File: src/rtl/cipher_pkg.sv
// Shared Feistel cipher definition used by both the encryptor and the decryptor:
// round count, rotation constants, key schedule, round function and FSM encoding.
package cipher_pkg;

   localparam int ROUNDS       = 32;
   localparam int F_ROT        = 13;
   localparam int KEY_ROT_STEP = 3;

   typedef enum logic [1:0] {
      IDLE = 2'd0,
      RUN  = 2'd1,
      DONE = 2'd2
   } state_t;

   // The upper half of {x, x} shifted left is the left rotation of x.
   function automatic logic [63:0] rotl64(input logic [63:0] x, input logic [5:0] n);
      logic [127:0] dbl;
      dbl = {x, x} << n;
      return dbl[127:64];
   endfunction

   function automatic logic [63:0] round_key(input logic [63:0] k, input logic [4:0] i);
      logic [6:0] prod;
      prod = 7'(i) * 7'(KEY_ROT_STEP);
      return rotl64(k, prod[5:0]) ^ {59'd0, i};
   endfunction

   function automatic logic [63:0] round_f(input logic [63:0] x, input logic [63:0] k);
      logic [63:0] sum;
      sum = x + k;
      return rotl64(sum, 6'(F_ROT)) ^ x;
   endfunction

endpackage

File: src/rtl/feistel_round_dec.sv
// One combinational Feistel decrypt step: (L, R) -> (R ^ F(L, K), L).
module feistel_round_dec
   import cipher_pkg::*;
(
   input  logic [63:0] l,
   input  logic [63:0] r,
   input  logic [63:0] k,
   output logic [63:0] l_next,
   output logic [63:0] r_next
);

   assign l_next = r ^ round_f(l, k);
   assign r_next = l;

endmodule

File: src/rtl/decryption_core.sv
// Iterative 32-round Feistel decryptor, one round per clock, valid/ready on both sides.
// Optional completed-block counter enabled by DECRYPTION_BLOCK_COUNT_EN.
module decryption_core
   import cipher_pkg::*;
(
   input  logic         sys_clk,
   input  logic         sys_rst_n,
   input  logic         in_valid,
   output logic         in_ready,
   input  logic [0:127] cipher,
   input  logic [0:63]  key,
   output logic         out_valid,
   input  logic         out_ready,
   output logic [0:127] plain,
   output logic         busy,
   output logic [15:0]  block_count
);

   // Handshake: a transfer happens on any rising edge where valid and ready are
   // both high; valid holds its data until that edge, ready depends only on state.
   state_t      state, state_next;
   logic [63:0] l_q, r_q, key_q;
   logic [4:0]  round_q;
   logic [63:0] round_k, l_next, r_next;

   assign round_k = round_key(key_q, round_q);

   feistel_round_dec u_round (
      .l      (l_q),
      .r      (r_q),
      .k      (round_k),
      .l_next (l_next),
      .r_next (r_next)
   );

   always_ff @(posedge sys_clk or negedge sys_rst_n) begin
      if (!sys_rst_n) state <= IDLE;
      else            state <= state_next;
   end

   always_comb begin
      state_next = state;
      case (state)
         IDLE:    if (in_valid) state_next = RUN;
         RUN:     if (round_q == 5'd0) state_next = DONE;
         DONE:    if (out_ready) state_next = IDLE;
         default: state_next = IDLE;
      endcase
   end

   always_comb begin
      in_ready  = (state == IDLE);
      out_valid = (state == DONE);
      busy      = (state == RUN);
   end

   always_ff @(posedge sys_clk or negedge sys_rst_n) begin
      if (!sys_rst_n) begin
         l_q     <= '0;
         r_q     <= '0;
         key_q   <= '0;
         round_q <= '0;
         plain   <= '0;
      end else begin
         case (state)
            IDLE: begin
               if (in_valid) begin
                  l_q     <= cipher[0:63];
                  r_q     <= cipher[64:127];
                  key_q   <= key;
                  round_q <= 5'(ROUNDS - 1);
               end
            end
            RUN: begin
               l_q <= l_next;
               r_q <= r_next;
               // The last round writes straight to plain so DONE follows immediately.
               if (round_q == 5'd0) plain <= {l_next, r_next};
               else                 round_q <= round_q - 5'd1;
            end
            default: ;
         endcase
      end
   end

`ifdef DECRYPTION_BLOCK_COUNT_EN
   logic [15:0] count_q;

   always_ff @(posedge sys_clk or negedge sys_rst_n) begin
      if (!sys_rst_n)
         count_q <= '0;
      else if (out_valid && out_ready && (count_q != 16'hFFFF))
         count_q <= count_q + 16'd1;
   end

   assign block_count = count_q;
`else
   assign block_count = 16'h0000;
`endif

endmodule

File: config.mk
export PLATFORM = sky130hd
export DESIGN_NAME = decryption_core
export DESIGN_NICKNAME = d
export VERILOG_FILES = /design/src/rtl/cipher_pkg.sv /design/src/rtl/feistel_round_dec.sv /design/src/rtl/decryption_core.sv
export SDC_FILE = /design/constraint.sdc
export NUM_CORES = 1
export LEC_CHECK = 0
export CORE_MARGIN = 1
export CORE_UTILIZATION = 35
export CTS_CLUSTER_SIZE = 28
export DETAILED_ROUTE_END_ITERATION = 8
export PLACE_DENSITY = 0.68
export SYNTH_ARGS = -nofsm -noshare
export SYNTH_HDL_FRONTEND = slang
export SYNTH_HIERARCHICAL = 1
export SYNTH_SLANG_ARGS = --single-unit
File: constraint.sdc
create_clock -name sys_clk -period 6.6 [get_ports sys_clk]
set_input_delay 0.66 -clock sys_clk [delete_from_list [all_inputs] [get_ports sys_clk]]
set_output_delay 0.66 -clock sys_clk [all_outputs]
set_load 0.01 [all_outputs]
==> run metrics, run 1 <==
status=finished, violations left; failing checks=design-rule violations; Max Cap Viol=0; Initial Utilization=35.4%; most common cell in the netlist=nand2_1; Synth-to-Final Area Change=22.0%; CTS tree=done; synthesized cell area=23,300 sq um; remaining antenna violation count=0; Clock Latency Late Sink=0.58 ns; WP data arrival=between 6 and 7 ns; average size of a mapped cell=around 9.4 sq um; Setup TNS=0 ns; maximum clock path buffer count=3; Setup crit end kind=flop; First-pass DRT Iterations=9; CORE AREA=65,900 sq um; WL/cell=22.8 um; layout cell share with drive strength beyond 1=~11%; total congestion overflow=0; Final Critical Period=6.26 ns; Synth Area in Adders=4.03%; CTS sink cnt=around 330; cts bufs inserted=39; Synth Area in Compound Gates=12.7%; initial antenna violation count=0; asr flop ratio synth=100%; Die W=260 um; Simple-Gate Fraction of Synth Area=10.8%; boundary pin count=343; Hold Crit Class=in2async; fmax=0.160 GHz; xor/xnor share of the synthesized area=roughly 7.5%; Gate Count Post-Synth=2,471; Post-synth EDFFs=0; Pins Over Slew Limit=0; Synth Warn #=6; setup ws final=~0.34 ns; fin crit share=94.9%; Die Area=67,700 sq um; mux cell area share after synthesis=approximately 24%; largest family of logic cells by synthesized area=multiplexers; Inserted Diodes=0; Detailed Route WL=81.4 mm; Via density=around 5.4; startpoint types=flop; CP bufs+invs=2; Fin. Hold Viols=0; Setup Fix Bufs, Post-CTS=0; num rows=94; sequential share of the synthesized area=a little over a third; DP Area=27,100 sq um; pre-CTS setup slack=0.143 ns; fin area=around 28,000 sq um; drc violations=1; clock input transition at the sequential cells of the worst setup and hold paths=0.06 ns; Slew @ Worst Pin=1.15 ns; Worst path top cell family by delay=compound AO/OA/AOI/OAI gates; final setup fails=0; crit-path max FO=12; share of the synthesized area in the top cell type=about a third; most frequent CP cell=mux2i_1; DP HPWL=63.1 mm; first-pass GRT wire length=121 mm; Port Buffers=326; worst path required time=7.09 ns; Post-Place Cells=3,501; most instantiated cells after synthesis=437 x nand2_1, 391 x mux2i_1, 327 x dfrtp_1; nets=2,948; Max-slew headroom=roughly a quarter; Layout fillers=6,409; Cell Count, Final, Fillers Out=3,572; hold buffer count at cts=0; routability cong.=slightly above 1; largest net degree at the start of global routing=168; H-tree Lvls=2; largest area contributor in the netlist=dfrtp_1; total number of vias=19,300; worst clock skew=roughly 0.030 ns; Die Ht=260 um; total track usage=23.6%; slowest CP cell=fa_1; Max stage delay on crit path=~0.79 ns; synthesis-stage register bit count=approximately 330; RSZ-0062 raised after global routing=false; Netlist cell types=64; initial DRC count=1,887; Synth area leaders=dfrtp_1 35%, mux2i_1 17%, nand2_1 7.0%; cells along the critical path=inv_1 -> fa_1 -> inv_1 -> nor2_1 -> a22oi_1 -> o211ai_1 -> mux2i_1 -> mux2i_1 -> ha_1 -> a21oi_1 -> o21bai_1 -> a21oi_1 -> nor3_1 -> a2111oi_2 -> a2bb2oi_1 -> nand3_1 -> a41oi_2 -> o21bai_1 -> xnor2_1 -> mux2i_1 -> o21ai_0; CP Class=reg2reg; vias in the first global route=18,900; Top FF cell, synth=dfrtp_1; root buffer cell=clkbuf_16
==> per-layer routing <==
layer	track usage, %	wire length (um)	share of wire, %
met5	0	0	0
met4	9.11	3210	3.9
met3	3.12	4720	5.8
met2	37.9	37600	46
met1	32.2	35800	44
==> repair_timing <==
| action | in CTS | in global routing |
|---|---|---|
| gates resized for setup | 0 | 3 |
| endpoints found under the hold margin | 0 | 0 |
| endpoints found under the setup margin | 0 | 10 |
==> final timing paths <==
| check | cells after the start | end | slack [ns] | start |
|---|---|---|---|---|
| max | 21 | l_q[8]$_DFFE_PN0P_ | 0.34 | round_q[1]$_DFFE_PN0P_ |
| min | 1 | plain[100]$_DFFE_PN0P_ | 0.12 | sys_rst_n |
| max reg2reg | 21 | l_q[8]$_DFFE_PN0P_ | 0.34 | round_q[1]$_DFFE_PN0P_ |
| min reg2reg | 2 | r_q[54]$_DFFE_PN0P_ | 0.50 | r_q[54]$_DFFE_PN0P_ |
| max in group asynchronous | 2 | plain[126]$_DFFE_PN0P_ | 5.05 | sys_rst_n |
| min in group sys_clk | 2 | r_q[54]$_DFFE_PN0P_ | 0.50 | r_q[54]$_DFFE_PN0P_ |
==> through the flow <==
step | hold slack (ns) | util [%]
detailed placement | 0.489 | 41.1
global route | 0.188 | 43.2
floorplan | 0.364 | -
finish | 0.125 | 43.2
global placement | 0.481 | 41.1
CTS | 0.135 | 43.2
==> cell usage in the layout (no fill, tap or decap), types with 6 or more instances in the layout <==
cell type / synthesis / final
a21o_1: 34 / 34
a21oi_1: 115 / 114
a222oi_1: 16 / 16
a22oi_1: 22 / 22
a31oi_1: 9 / 9
buf_12: 0 / 10
buf_4: 85 / 41
clkbuf_1: 96 / 8
clkbuf_16: 0 / 39
clkbuf_8: 0 / 8
clkdlybuf4s50_1: 0 / 325
clkinv_2: 0 / 6
conb_1: 1 / 16
dfrtp_1: 327 / 327
ha_1: 72 / 71
inv_1: 21 / 20
mux2_2: 140 / 140
mux2i_1: 391 / 391
mux4_2: 8 / 8
nand2_1: 437 / 436
nand2b_1: 7 / 7
nand3_1: 18 / 18
nand4_1: 19 / 19
nor2_1: 76 / 76
nor3_1: 22 / 21
o211ai_1: 14 / 14
o21a_1: 8 / 8
o21ai_0: 164 / 164
o21ai_1: 8 / 8
o21bai_1: 21 / 20
o221ai_1: 23 / 23
or2_2: 7 / 7
xnor2_1: 172 / 171
xor2_1: 27 / 26
==> worst reg2reg max path: cells and delay by family (launching register included) <==
kind	cells	cell delay [ns]
buffers and inverters	2	0.32
adder cells (fa/ha/maj)	2	1.23
AO/OA/AOI/OAI	10	2.33
XOR/XNOR	1	0.26
flip-flops	1	0.39
AND/OR/NAND/NOR	3	0.92
multiplexers	3	0.74
==> registers in the layout (all words and copies together) (netlist names) <==
| name | flops |
|---|---|
| key_q | 64 |
| l_q | 64 |
| plain | 128 |
| r_q | 64 |
| round_q | 5 |
| state | 2 |
==> logic make-up after synthesis <==
group | after synthesis
fa+ha+maj | 74
mux | 539
buf+inv | 248
xor+xnor | 200
compound gates | 470
other cells | 1
flops | 327
simple gates | 612
==> final cells by class <==
| type | count | area (sq um) | share of cell area (%) |
|---|---|---|---|
| clock inverter | 16 | 234 | 0.822 |
| clock buffer | 55 | 1120 | 3.92 |
| multi-input combinational | 1911 | 14000 | 49.1 |
| sequential | 327 | 8180 | 28.8 |
| inverter | 22 | 87.6 | 0.308 |
| timing repair buffer | 377 | 3780 | 13.3 |
| tap | 864 | 1080 | 3.80 |
Power of run 1 is left out: the tool's default activity adds up to more than one toggle a clock period on the data nets, which glitch-free logic cannot reach.
==> inputs of run 2 (changes only) <==
--- a/config.mk
+++ b/config.mk
@@ -5,11 +5,13 @@
 export SDC_FILE = /design/constraint.sdc
 export NUM_CORES = 1
 export LEC_CHECK = 0
+export CELL_PAD_IN_SITES_DETAIL_PLACEMENT = 0
+export CELL_PAD_IN_SITES_GLOBAL_PLACEMENT = 1
 export CORE_MARGIN = 1
 export CORE_UTILIZATION = 35
 export CTS_CLUSTER_SIZE = 28
 export DETAILED_ROUTE_END_ITERATION = 8
-export PLACE_DENSITY = 0.68
+export PLACE_DENSITY = 0.81
 export SYNTH_ARGS = -nofsm -noshare
 export SYNTH_HDL_FRONTEND = slang
 export SYNTH_HIERARCHICAL = 1
==> run metrics, run 2 (synthesized netlist as in run 1, its figures left out) <==
total track usage=25.2% (was 23.6%); CP Class=reg2reg (unchanged); Max-slew headroom=15.1% (was 23.4%); drc violations=0 (was 1); pre-CTS setup slack=0.168 ns (was 0.143 ns); boundary pin count=343 (unchanged); worst clock skew=0.0285 ns (was 0.0297 ns); Synth-to-Final Area Change=23.1% (was 22.0%); Port Buffers=326 (unchanged); Max Cap Viol=0 (unchanged); layout cell share with drive strength beyond 1=12.4% (was 11.2%); Die Ht=260 um (unchanged); H-tree Lvls=2 (unchanged); status=completed (was finished, violations left); Reg-to-Reg Start=round_q[1]$_DFFE_PN0P_ (unchanged); Cell Count, Final, Fillers Out=3,597 (was 3,572); Detailed Route WL=86.8 mm (was 81.4 mm); setup ws final=0.175 ns (was 0.336 ns); cts bufs inserted=39 (unchanged); CTS sink cnt=327 (unchanged); Die Area=67,700 sq um (unchanged); initial DRC count=1,920 (was 1,887); Pins Over Slew Limit=0 (unchanged); Layout fillers=6,293 (was 6,409); Slew @ Worst Pin=1.27 ns (was 1.15 ns); most common cell after layout, fill and taps aside=nand2_1 (unchanged); routability cong.=1.03 (was 1.02); total congestion overflow=0 (unchanged); worst path required time=7.08 ns (was 7.09 ns); r2r endpoint=l_q[12]$_DFFE_PN0P_ (was l_q[8]$_DFFE_PN0P_); Worst setup endpoint=l_q[12]$_DFFE_PN0P_ (was l_q[8]$_DFFE_PN0P_); crit-path max FO=30 (was 12); Via density=5.53 (was 5.40); fin area=28,700 sq um (was 28,500 sq um); R2R depth=22 (was 21); num rows=94 (unchanged); hold buffer count at cts=0 (unchanged); maximum clock path buffer count=3 (unchanged); fin crit share=97.3% (was 94.9%); CTS tree=done (unchanged); Initial Utilization=35.4% (unchanged); startpoint types=flop (unchanged); Final Critical Period=6.42 ns (was 6.26 ns); commonest cells after routing, fill and taps aside=436 x nand2_1, 384 x mux2i_1, 327 x dfrtp_1, 325 x clkdlybuf4s50_1, 171 x xnor2_1 (was 436 x nand2_1, 391 x mux2i_1, 327 x dfrtp_1, 325 x clkdlybuf4s50_1, 171 x xnor2_1); Setup crit end kind=flop (unchanged); first-pass GRT wire length=128 mm (was 121 mm); clock input transition at the sequential cells of the worst setup and hold paths=0.06 ns (about the same); Fin. Hold Viols=0 (unchanged); Clock Latency Late Sink=0.58 ns (about the same); vias in the first global route=19,700 (was 18,900); fmax=0.156 GHz (was 0.160 GHz); WP data arrival=6.90 ns (was 6.75 ns); max FFs per register=128 (unchanged); WL/cell=24.1 um (was 22.8 um); DP Area=27,200 sq um (was 27,100 sq um); root buffer cell=clkbuf_16 (unchanged); Hold Crit Class=in2async (unchanged); Reg with most FFs=plain (unchanged); Die W=260 um (unchanged); final setup fails=0 (unchanged); largest net degree at the start of global routing=257 (was 168); DP HPWL=68.3 mm (was 63.1 mm); total number of vias=19,900 (was 19,300); R2R Setup Slk=0.18 ns (was 0.34 ns); Post-Place Cells=3,520 (was 3,501); First-pass DRT Iterations=6 (was 9); remaining antenna violation count=0 (unchanged); CP Launch Point=round_q[1]$_DFFE_PN0P_ (unchanged); nets=2,974 (was 2,948); CORE AREA=65,900 sq um (unchanged); initial antenna violation count=3 (was 0)
## run 2: metrics by stage
stage	hold slack, ns	utilization, %	setup TNS [ns]
global route	0.113	43.6	-0.0160
floorplan	0.364	-	0
detailed placement	0.491	41.3	0
CTS	0.0852	43.3	0
global placement	0.482	41.3	0
finish	0.0692	43.6	0
## run 2: routing by layer
metal / GRT usage, % / part of all wire [%] / routed length (um)
met1: 35.1 / 45 / 38700
met2: 39.7 / 46 / 40200
met3: 3.70 / 6.2 / 5350
met4: 8.38 / 3.0 / 2600
met5: 0 / 0.012 / 10
## run 2: what timing repair did
action | 4_1_cts | 5_1_grt
endpoints found under the setup margin | 0 | 30
setup buffers | 0 | 6
resized for setup | 0 | 19
## run 2: final cells by class
class	count	area (sq um)	area share (%)
multi-input combinational	1911	14000	48.9
sequential	327	8180	28.5
timing repair buffer	403	4000	13.9
clock buffer	52	1080	3.78
tap	864	1080	3.77
clock inverter	16	230	0.802
inverter	22	87.6	0.305
antenna	2	5.00	0.0174
## run 2: worst min path at each step
stage | startpoint | to | slack (ns) | cells past startpoint
floorplan | sys_rst_n | key_q[0]$_DFFE_PN0P_ | 0.36 | 0
global placement | r_q[34]$_DFFE_PN0P_ | r_q[34]$_DFFE_PN0P_ | 0.48 | 2
detailed placement | r_q[50]$_DFFE_PN0P_ | r_q[50]$_DFFE_PN0P_ | 0.49 | 2
CTS | sys_rst_n | l_q[34]$_DFFE_PN0P_ | 0.09 | 1
global route | sys_rst_n | plain[98]$_DFFE_PN0P_ | 0.11 | 1
finish | sys_rst_n | plain[98]$_DFFE_PN0P_ | 0.07 | 1
## run 2: worst max-delay path, stage by stage (launching register included)
cell	delay [ns]
dfrtp_1	0.41
inv_1	0.17
ha_4	0.45
buf_12	0.25
mux2i_1	0.45
mux2i_1	0.36
a22oi_1	0.25
o221ai_1	0.27
mux4_2	0.56
xnor2_1	0.14
ha_1	0.38
nand3_1	0.11
o211ai_2	0.24
nor2b_2	0.30
o21ai_1	0.14
a21oi_2	0.29
nand3_1	0.21
nand3_1	0.24
nand2_1	0.18
o41ai_2	0.44
xnor2_1	0.22
mux2i_1	0.12
o21ai_0	0.16
Power of run 2 is left out for the same reason.
